**src/rtl/mem_arbiter.sv**
```systemverilog
// ---------------------------------------------------------------------------
// mem_arbiter
// Shares one memory port between an I-cache and a D-cache.
// Three-state grant FSM (IDLE / GNT_I / GNT_D). Memory request signals are
// forwarded combinationally from the granted cache only. The grant is
// released on mem_ready, or when the owner abandons its request.
//
// Optional feature: define MEM_ARB_ROUND_ROBIN_EN to break ties in favour of
// the cache that was not served last. Without the macro, ties always go to
// the D-cache and the last-served register does not exist.
// ---------------------------------------------------------------------------
module mem_arbiter #(
   parameter int ADDR_W = 28,
   parameter int DATA_W = 128
) (
   input  logic              clk,
   input  logic              proc_reset,
   // I-cache side
   input  logic              ic_read,
   input  logic              ic_write,
   input  logic [ADDR_W-1:0] ic_addr,
   input  logic [DATA_W-1:0] ic_wdata,
   output logic [DATA_W-1:0] ic_rdata,
   output logic              ic_ready,
   // D-cache side
   input  logic              dc_read,
   input  logic              dc_write,
   input  logic [ADDR_W-1:0] dc_addr,
   input  logic [DATA_W-1:0] dc_wdata,
   output logic [DATA_W-1:0] dc_rdata,
   output logic              dc_ready,
   // Shared memory side
   output logic              mem_read,
   output logic              mem_write,
   output logic [ADDR_W-1:0] mem_addr,
   output logic [DATA_W-1:0] mem_wdata,
   input  logic [DATA_W-1:0] mem_rdata,
   input  logic              mem_ready,
   // Current grant
   output logic [1:0]        owner
);

   // Requester indices into the per-requester vectors below.
   localparam int REQ_I = 0;
   localparam int REQ_D = 1;

   // State codes double as the owner encoding.
   typedef enum logic [1:0] {
      IDLE  = 2'b00,
      GNT_I = 2'b01,
      GNT_D = 2'b10
   } state_t;

   state_t state_reg;
   state_t state_next;

   // Per-requester views of the cache ports, index 0 = I-cache, 1 = D-cache.
   logic [1:0]        req_read;
   logic [1:0]        req_write;
   logic [1:0]        req_pending;
   logic [1:0]        req_granted;
   logic [1:0]        req_ready;

   assign req_read  = {dc_read,  ic_read};
   assign req_write = {dc_write, ic_write};

   // Tie-break decision: 1 means the D-cache wins when both are pending.
   logic tie_to_d;

   // Build pending / granted / ready per requester. The ready term only
   // looks at this requester's own grant and the memory, so nothing from the
   // other cache's inputs can reach this cache's outputs.
   generate
      for (genvar gi = 0; gi < 2; gi++) begin : g_req
         localparam logic [1:0] GNT_CODE = 2'(gi + 1);
         assign req_pending[gi] = req_read[gi] | req_write[gi];
         assign req_granted[gi] = (state_reg == state_t'(GNT_CODE));
         // A reset in the same cycle as mem_ready aborts the transfer, so
         // no completion is reported.
         assign req_ready[gi]   = req_granted[gi] & mem_ready & ~proc_reset;
      end
   endgenerate

   assign ic_ready = req_ready[REQ_I];
   assign dc_ready = req_ready[REQ_D];

   // Read data is broadcast; ready alone qualifies it.
   assign ic_rdata = mem_rdata;
   assign dc_rdata = mem_rdata;

   assign owner = state_reg;

`ifdef MEM_ARB_ROUND_ROBIN_EN
   // last_served_reg: 0 = I-cache served last (D-cache favoured next),
   //                  1 = D-cache served last (I-cache favoured next).
   logic last_served_reg;
   logic last_served_next;

   assign tie_to_d = ~last_served_reg;

   // Record the winner of every grant taken from IDLE.
   always_comb begin
      last_served_next = last_served_reg;
      if (state_reg == IDLE) begin
         if (state_next == GNT_D) begin
            last_served_next = 1'b1;
         end else if (state_next == GNT_I) begin
            last_served_next = 1'b0;
         end
      end
   end

   // Last-served register; reset favours the D-cache.
   always_ff @(posedge clk) begin
      if (proc_reset) begin
         last_served_reg <= 1'b0;
      end else begin
         last_served_reg <= last_served_next;
      end
   end
`else
   // Fixed priority: the D-cache wins every tie.
   assign tie_to_d = 1'b1;
`endif

   // Grant state register.
   always_ff @(posedge clk) begin
      if (proc_reset) begin
         state_reg <= IDLE;
      end else begin
         state_reg <= state_next;
      end
   end

   // Next-state logic: arbitrate in IDLE, hold a grant until completion or
   // abandonment. mem_ready seen in IDLE is deliberately ignored.
   always_comb begin
      state_next = state_reg;
      case (state_reg)
         IDLE: begin
            if (req_pending[REQ_I] && req_pending[REQ_D]) begin
               state_next = tie_to_d ? GNT_D : GNT_I;
            end else if (req_pending[REQ_D]) begin
               state_next = GNT_D;
            end else if (req_pending[REQ_I]) begin
               state_next = GNT_I;
            end
         end
         GNT_I: begin
            if (mem_ready || !req_pending[REQ_I]) begin
               state_next = IDLE;
            end
         end
         GNT_D: begin
            if (mem_ready || !req_pending[REQ_D]) begin
               state_next = IDLE;
            end
         end
         default: begin
            state_next = IDLE;
         end
      endcase
   end

   // Memory request mux: only the granted cache is forwarded; IDLE drives
   // all zeros. Simultaneous read+write is passed through untouched.
   always_comb begin
      mem_read  = 1'b0;
      mem_write = 1'b0;
      mem_addr  = '0;
      mem_wdata = '0;
      case (state_reg)
         GNT_I: begin
            mem_read  = ic_read;
            mem_write = ic_write;
            mem_addr  = ic_addr;
            mem_wdata = ic_wdata;
         end
         GNT_D: begin
            mem_read  = dc_read;
            mem_write = dc_write;
            mem_addr  = dc_addr;
            mem_wdata = dc_wdata;
         end
         default: begin
            mem_read  = 1'b0;
            mem_write = 1'b0;
            mem_addr  = '0;
            mem_wdata = '0;
         end
      endcase
   end

endmodule
```
**config.mk**
```make
export PLATFORM = sky130hd
export DESIGN_NAME = mem_arbiter
export DESIGN_NICKNAME = d
export VERILOG_FILES = /design/src/rtl/mem_arbiter.sv
export SDC_FILE = /design/constraint.sdc
export NUM_CORES = 1
export LEC_CHECK = 0
export ABC_AREA = 1
export CAP_MARGIN = 20
export CORE_AREA = 2 2 336 338
export CTS_CLUSTER_DIAMETER = 100
export DETAILED_ROUTE_END_ITERATION = 7
export DIE_AREA = 0 0 338 340
export PLACE_DENSITY = 0.34
export SLEW_MARGIN = 15
export SYNTH_ARGS = -nofsm -noshare
export SYNTH_HDL_FRONTEND = slang
export SYNTH_SLANG_ARGS = --single-unit
```
**constraint.sdc**
```tcl
create_clock -name clk -period 1.9 [get_ports clk]
set_input_delay 0.38 -clock clk [delete_from_list [all_inputs] [get_ports clk]]
set_output_delay 0.38 -clock clk [all_outputs]
set_load 0.01 [all_outputs]
```
* Word-level counts from Yosys, hierarchy flattened *
Cells that the tools add are included.

cells by class
  equal/unequal tests = 5
  muxes and demuxes = 10
  bitwise gates (word level) = 7
  reduce and logical (&&, ||, !) cells = 7

operator list
  cell                count
  $pmux 128 s2        1
  $pmux 28 s2         1
  $mux 2              5
  $pmux 2 s3          1
  $and 1x1->1         4
  $ne 2x1->1 const B  2
  $ne 4x4->1 const B  1
  $pmux 1 s2          2
  $reduce_and 3->1    1
  $eq 2x1->1 const B  1
  $eq 2x2->1 const B  1
  $logic_not 1->1     2
  $logic_not 2->1     1
  $logic_or 1x1->1    2
  $or 1x1->1          2
  $logic_and 1x1->1   1
  $not 1->1           1

storage, ports and cells
  register bits = 2
  output and inout bits = 418
  logic and storage cells = 30

* Logic depth before layout (Yosys ltp) *
Gate-level depths: netlist of run 1.

  depth in word-level cells = 5
  depth in mapped cells = 8
  mapped depth without buffers = 7

* Least setup slack after synthesis of run 1 *
No wires, ideal clock.

  path type = reg-to-output
  start point = register state_reg[0], in the netlist owner[0]
  end point = output port mem_addr[0]
  arrival = 1363 ps
  required time = 1520 ps
  path slack = 157 ps
  cell stages (with the launch flop) = 7
  cell sequence = dfxtp_1 > inv_1 > ha_1 > inv_2 > buf_4 > clkbuf_1 > a21oi_1

on the way
  longest elaborated chain between the ends = 2
  elaborated cells between the ends (all ways) = 3
  classes of those cells = eq/ne (2); mux (1)

ends and longest elaborated chain
  what                                             RTL line  RTL
  from (decl)                                      54        state_t state_reg;
  from (signal assigned)                           131       state_reg <= state_next;
  $eq 2x2->1 / $eq 2x1->1 (equally long branches)  172       case (state_reg)
  $pmux 28 s2 *                                    172
  to (decl)                                        35        output logic [ADDR_W-1:0] mem_addr,

Every way passes the cells marked *; elsewhere a longest branch is shown, timed or not.

* Worst setup path in the final report of run 1 *
  start point = register state_reg[1], in the netlist owner[1]
  end point = output port mem_addr[0]

Same word-level chain as after synthesis.

==> results by group, run 1 <==
Critical path
  – WP data required: between 1500 and 2000 ps
  – Kind of end point of the critical path: primary output
  – WP data arrival: just under 2000 ps
  – Critical Path Start Type: flop
  – Top delay family on crit path: buffers and inverters
  – Critical Path Most Common Cell: buf_12
  – CP bufs+invs: 7
  – CP Max Fanout: 14
  – CP cell instances: inv_4 -> buf_12 -> ha_4 -> clkinv_16 -> buf_16 -> buf_12 -> a21oi_4 -> buf_6 -> buf_12
  – Slowest stage cell, crit path: dfxtp_2
  – Worst path depth: 9
  – R2R cell count: 13
  – Max incr delay on CP: between 300 and 400 ps
  – Setup Crit Path Kind: reg -> out

Logic synthesis
  – Post-synth cell types: 14
  – Post-synth top flop: dfxtp_1
  – Post-synth EDFFs: 0
  – Syn_nets: roughly 1,300
  – Synth area leaders: buf_4 46%, nand2_1 27%, a21oi_1 18%, buf_6 3.5%, buf_2 1.1%
  – Cell area after synthesis: between 4000 and 5000 µm²
  – Cells after Synth: 820
  – Synth Register Bits: 2
  – Most frequent cells after synthesis: 324 x nand2_1, 272 x buf_4, 158 x a21oi_1
  – Mean area per synthesized cell: roughly 5.5 µm²
  – Sequential area share after synthesis: 0.893%
  – Syn. warnings: 0
  – Synth area leader: buf_4
  – Synth top area share: 45.6%
  – Most common cell in the netlist: nand2_1
  – Async set-or-reset flop fraction in the synthesized netlist: 0%

Timing
  – Slew headroom: 75.7%
  – Fin. Hold Viols: 0
  – # setup viols final: 160
  – Final worst-path cycle share: 121%
  – Fmax: 433 MHz
  – Clock skew: between 1 and 1.5 ps
  – Final Max Tran Viols: 0
  – Worst Tran Pin Value: approximately 360 ps
  – Final worst slack: -407 ps
  – WHS: 628 ps
  – Final worst path period need: around 2300 ps
  – RSZ-0062 raised after global routing: true

Placement
  – HPWL after DPL: approximately 62,000 µm
  – Number of port buffers: between 400 and 500
  – GPL Wtd Cong: slightly above 0.8
  – Pre-CTS setup slack: -623 ps

Clocking
  – Clk_lat worst skew: approximately 220 ps
  – Clk sinks: 2
  – Maximum buffer depth of the clock tree: 2
  – CTS H-tree depth: 1
  – TritonCTS clock tree: done
  – CTS Buf Count: 3
  – Post-CTS Hold Buffers: 0
  – Clock Tree Root: clkbuf_16
  – Reg clk slew, reported paths: ~30 ps

Pwr
  – Power Dens Cells: 480 nW/µm²
  – Leakage: approximately 4.8 nW
  – Maximum VDD drop: 0.000295 V

Floorplanning
  – Site row count: approximately 120
  – Chip width: between 300 and 400 µm
  – Full die area: about 110,000 µm²
  – I/O Pins: roughly 870
  – Initial core utilization: 4.02%
  – Core ar.: ~110,000 µm²
  – Die height: between 300 and 400 µm

Global route
  – Largest net degree at the start of global routing: 37
  – GRT Total Usage: a little under an eighth
  – Antenna violations before repair: 29
  – Vias in the first global route: around 7,000
  – Grt ovf: 0
  – First-pass GRT wire length: between 80,000 and 90,000 µm

Cells and area
  – Area grow syn2layout: 199%
  – Max FFs per register: 2
  – Final nets: 1,637
  – Filler instances: ~13,000
  – Share of layout cells above drive strength 1: 53.8%

Hold path
  – WHS Path Cells: 5
  – Hold WC Path Type: reg -> reg

Detailed routing
  – Via count: 6,873
  – Drt drc: 0
  – Final wirelength: around 74,000 µm
  – Post-DRT Antenna Nets: 0
  – 1st-pass router iterations: 4
  – Vias/cell: between 2 and 3
  – Routed wire per std cell: around 28 µm
  – Initial DRC count: roughly 220

Job
  – Max Cap Viol: 0

Outcome
  – Failing checks: setup timing
  – Status: complete, but fails checks
## timing repair
item	CTS	global route
endpoints found under the hold margin	0	0
setup endpoints to repair	160	162
gates resized for setup	706	187
pin swaps	71	72
buffers inserted	69	37
cloned	12	9
## worst register-to-register path: stages, from the launching register on
cell and delay (ps):
dfxtp_2 320, inv_2 40, buf_6 110, ha_4 170
buf_4 140, buf_12 130, buf_6 110, buf_12 130
buf_4 140, buf_4 130, nand3_4 70, nand2_1 60
o21ai_1 120, nor2_1 70
## layer usage
| layer | wire length [µm] | GRT usage [%] | part of all wire (%) | vias up |
|---|---|---|---|---|
| met1 | 27000 | 12.7 | 36 | 3067 |
| met3 | 13500 | 9.63 | 18 | 59 |
| li1 | - | - | - | 3064 |
| met2 | 32900 | 18.6 | 44 | 651 |
| met5 | 204 | 0 | 0.27 | - |
| met4 | 566 | 1.10 | 0.76 | 32 |
## path summary, 6_finish.rpt
check	from	endpoint	slack (ps)
worst max-delay path	owner[1]$_SDFFE_PP0P_	mem_addr[0]	-410
worst min-delay path	owner[0]$_SDFFE_PP0P_	owner[0]$_SDFFE_PP0P_	630
worst max register to register	owner[0]$_SDFFE_PP0P_	owner[0]$_SDFFE_PP0P_	30
worst min register to register	owner[0]$_SDFFE_PP0P_	owner[0]$_SDFFE_PP0P_	630
## final cells by class
type	count	area, µm²	share of cell area (%)
Clock buffer	3	75.1	0.561
Tap cell	1500	1880	14.0
Inverter	11	70.1	0.524
Sequential cell	2	42.5	0.318
Antenna cell	8	20.0	0.150
Multi-Input combinational cell	498	3780	28.2
Timing Repair Buffer	670	7510	56.1
Timing Repair inverter	1	11.3	0.0841
## placed cells by master (no fill, tap or decap), drive strengths merged, types with 3 or more instances in the layout
master / synthesis / routed
a21oi: 158 / 158
buf: 296 / 347
clkbuf: 13 / 8
clkdlybuf4s50: 0 / 318
diode: 0 / 8
ha: 3 / 3
inv: 11 / 11
nand2: 324 / 324
nand3: 4 / 4
nor2: 7 / 7
## stage by stage
stage / setup TNS [ps] / cells / power, mW / instance area (µm²) / util (%)
2_1_floorplan: 0 / 820 / 1.78 / 4480 / -
3_3_place_gp: -51950 / 2579 / 4.02 / 10100 / 9.04
3_5_place_dp: -49910 / 2579 / 3.99 / 10100 / 9.04
4_1_cts: -50360 / 2651 / 5.84 / 12200 / 11.0
5_1_grt: -56070 / 2687 / 6.84 / 13400 / 12.0
6_report: -45480 / 2693 / 6.42 / 13400 / 12.0
## logic make-up after synthesis
family	Yosys count	synth area share (%)
adders and majority gates	3	0.838
DFF	2	0.893
AOI/OAI and AO/OA	159	17.8
buffers and inverters	320	52.2
and+or+nand+nor	336	28.3
## report_power, final
part	switching [mW]	total, mW	internal [mW]
sequential	0.00636	0.0564	0.0501
clock	0.0475	0.315	0.268
combinational	3.01	6.05	3.04
total	3.06	6.42	3.36
Power figures use the tool's default switching activity.
==> inputs of run 2 (changes only) <==
- clock period: 1.9 -> 2.6 ns (I/O delays scaled with it)
==> results by group, run 2 (synthesized netlist as in run 1, its figures left out) <==
Floorplanning
  – Die height: 340 µm (unchanged)
  – Core ar.: 112,000 µm² (unchanged)
  – Chip width: 338 µm (unchanged)
  – Initial core utilization: 4.02% (unchanged)
  – I/O Pins: 865 (unchanged)
  – Full die area: 115,000 µm² (unchanged)
  – Site row count: 123 (unchanged)

Clocking
  – CTS H-tree depth: 1 (unchanged)
  – Maximum buffer depth of the clock tree: 2 (unchanged)
  – Clk_lat worst skew: 220 ps (about the same)
  – TritonCTS clock tree: done
  – Reg clk slew, reported paths: 30 ps (about the same)
  – CTS Buf Count: 3 (unchanged)
  – Clk sinks: 2 (unchanged)
  – Clock Tree Root: clkbuf_16

Detailed routing
  – Via count: 6,132 (-11%)
  – Post-DRT Antenna Nets: 0 (unchanged)
  – Final wirelength: 66,300 µm (-11%)
  – Vias/cell: 2.37 (-7.1%)
  – 1st-pass router iterations: 4 (unchanged)
  – Drt drc: 0 (unchanged)
  – Routed wire per std cell: 25.7 µm (-7.0%)
  – Initial DRC count: 186 (-14%)

Cells and area
  – Most frequent cells in the layout: 325 x clkdlybuf4s50_1, 324 x nand2_1, 121 x a21oi_1, 97 x buf_4, 57 x buf_12
  – Leading cell type in the layout, fill and taps excluded: clkdlybuf4s50_1
  – Max FFs per register: 2 (unchanged)
  – Area grow syn2layout: 130%
  – Post-layout util: 9.25% (-2.7 points)
  – Fin area: 10,300 µm² (-23%)
  – Share of layout cells above drive strength 1: 19.9% (-34 points)
  – Final nets: 1,524 (-6.9%)
  – Filler instances: 13,130 (+1.5%)

Global route
  – First-pass GRT wire length: 76,800 µm (-11%)
  – Largest net degree at the start of global routing: 25 (-32%)
  – Antenna violations before repair: 11 (-62%)
  – GRT Total Usage: 10.6% (-1.3 points)
  – Vias in the first global route: 6,423 (-8.7%)
  – Grt ovf: 0 (unchanged)

Critical path
  – Crit path launch: owner[1]$_SDFFE_PP0P_
  – Slowest stage cell, crit path: dfxtp_1
  – WP data required: 2080 ps (+560 ps)
  – Setup Crit Path Kind: reg -> out
  – WP data arrival: 2030 ps (+100 ps)
  – CP Max Fanout: 11 (-3)
  – Critical Path Most Common Cell: buf_4
  – Kind of end point of the critical path: primary output
  – CP cell instances: buf_4 -> ha_4 -> buf_4 -> buf_4 -> clkbuf_16 -> buf_12 -> nand2_1 -> a21oi_1 -> dlygate4sd2_1
  – Max incr delay on CP: 310 ps (-40 ps)
  – CP bufs+invs: 6 (-1)
  – Top delay family on crit path: buffers and inverters
  – RR Startpoint: owner[1]$_SDFFE_PP0P_
  – Critical Path Start Type: flop

Timing
  – Fin. Hold Viols: 0 (unchanged)
  – Fmax: 392 MHz
  – Fin Setup TNS: 0 ps (+45,480 ps)
  – Clock skew: 1.16 ps (+0.0987 ps)
  – # setup viols final: 0 (-100%)
  – Final worst-path cycle share: a little over nine tenths
  – Final worst path period need: about 2600 ps
  – Slew headroom: 70.7% (-4.9 points)
  – Final Max Tran Viols: 0 (unchanged)
  – Worst Tran Pin Value: 440 ps (+76.7 ps)
  – RSZ-0062 raised after global routing: true

Placement
  – HPWL after DPL: 59,200 µm (-5.2%)
  – DP Area: 9900 µm² (-1.9%)
  – Number of port buffers: 480 (unchanged)
  – GPL Wtd Cong: 0.770 (-5.8%)

Hold path
  – Hold WC Path Type: reg -> reg
  – Worst hold path startpoint: owner[0]$_SDFFE_PP0P_

Pwr
  – Power Dens Cells: 310 nW/µm² (-35%)
  – Maximum VDD drop: 0.000176 V (-41%)
  – Leakage: 3.59 nW (-25%)

Job
  – Max Cap Viol: 0 (unchanged)

Outcome
  – Status: finished clean
run 2: changes by cell type in the layout (fill, tap and decap cells not counted), moves of 56 or more:
cell and delta:
a21oi_1 +90, nand2_1 +143, buf_2 -61, nand2_2 -77, dlygate4sd2_1 +56, nand2_4 -65
buf_6 -81
run 2: path summary, 6_finish.rpt:
| path | to | slack [ps] | cells past startpoint |
|---|---|---|---|
| worst max-delay path | mem_wdata[99] | 50 | 9 |
| worst min-delay path | owner[0]$_SDFFE_PP0P_ | 610 | 4 |
| worst max register to register | owner[0]$_SDFFE_PP0P_ | 1070 | 9 |
| worst min register to register | owner[0]$_SDFFE_PP0P_ | 610 | 4 |
run 2: timing repair:
item,4_1_cts,5_1_grt
pin swaps,1,3
setup buffers,2,9
gates cloned,2,3
gates resized for setup,100,33
endpoints found under the setup margin,91,31
hold buffers,0,0
run 2: cell type report:
type                    count  area [µm²]  share of cell area (%)
repair buffers            558        5940                    57.6
multi-input cells         498        2310                    22.4
well taps                1500        1880                    18.2
clock buffers               3        75.1                   0.727
inverters                  11        48.8                   0.473
flip-flops and latches      2        40.0                   0.388
diodes                     13        32.5                   0.315
run 2: through the flow:
step	hold WS, ps	power (mW)	std cells	setup slack, ps
global placement	633	2.93	2555	-194
floorplan	592	1.30	820	717
detailed placement	612	2.91	2555	-177
finish	614	3.20	2585	48.0
global route	650	3.44	2577	-18.9
CTS	632	3.24	2562	-130
run 2: worst reg2reg max path, stage by stage (launching register included):
cell,delay (ps)
dfxtp_1,290
inv_1,150
ha_4,220
buf_12,160
buf_6,180
nand3_1,140
nand3_1,130
nand2_1,60
inv_1,50
nor2_1,40
run 2: power by group:
part           switching (mW)  total, mW  internal [mW]
logic                    1.55       2.92           1.38
registers             0.00242     0.0380         0.0356
clock network          0.0377      0.234          0.196
run 2: per-layer routing:
layer  routed length, µm  global-route usage (%)  up-vias  part of all wire, %
li1                    -                       -     2836                    -
met1               24800                    11.4     2635                   37
met2               29000                    16.9      617                   44
met3               11500                    7.88       38                   17
met4                 822                    1.44        6                  1.2
met5                 157                   0.793        -                 0.24
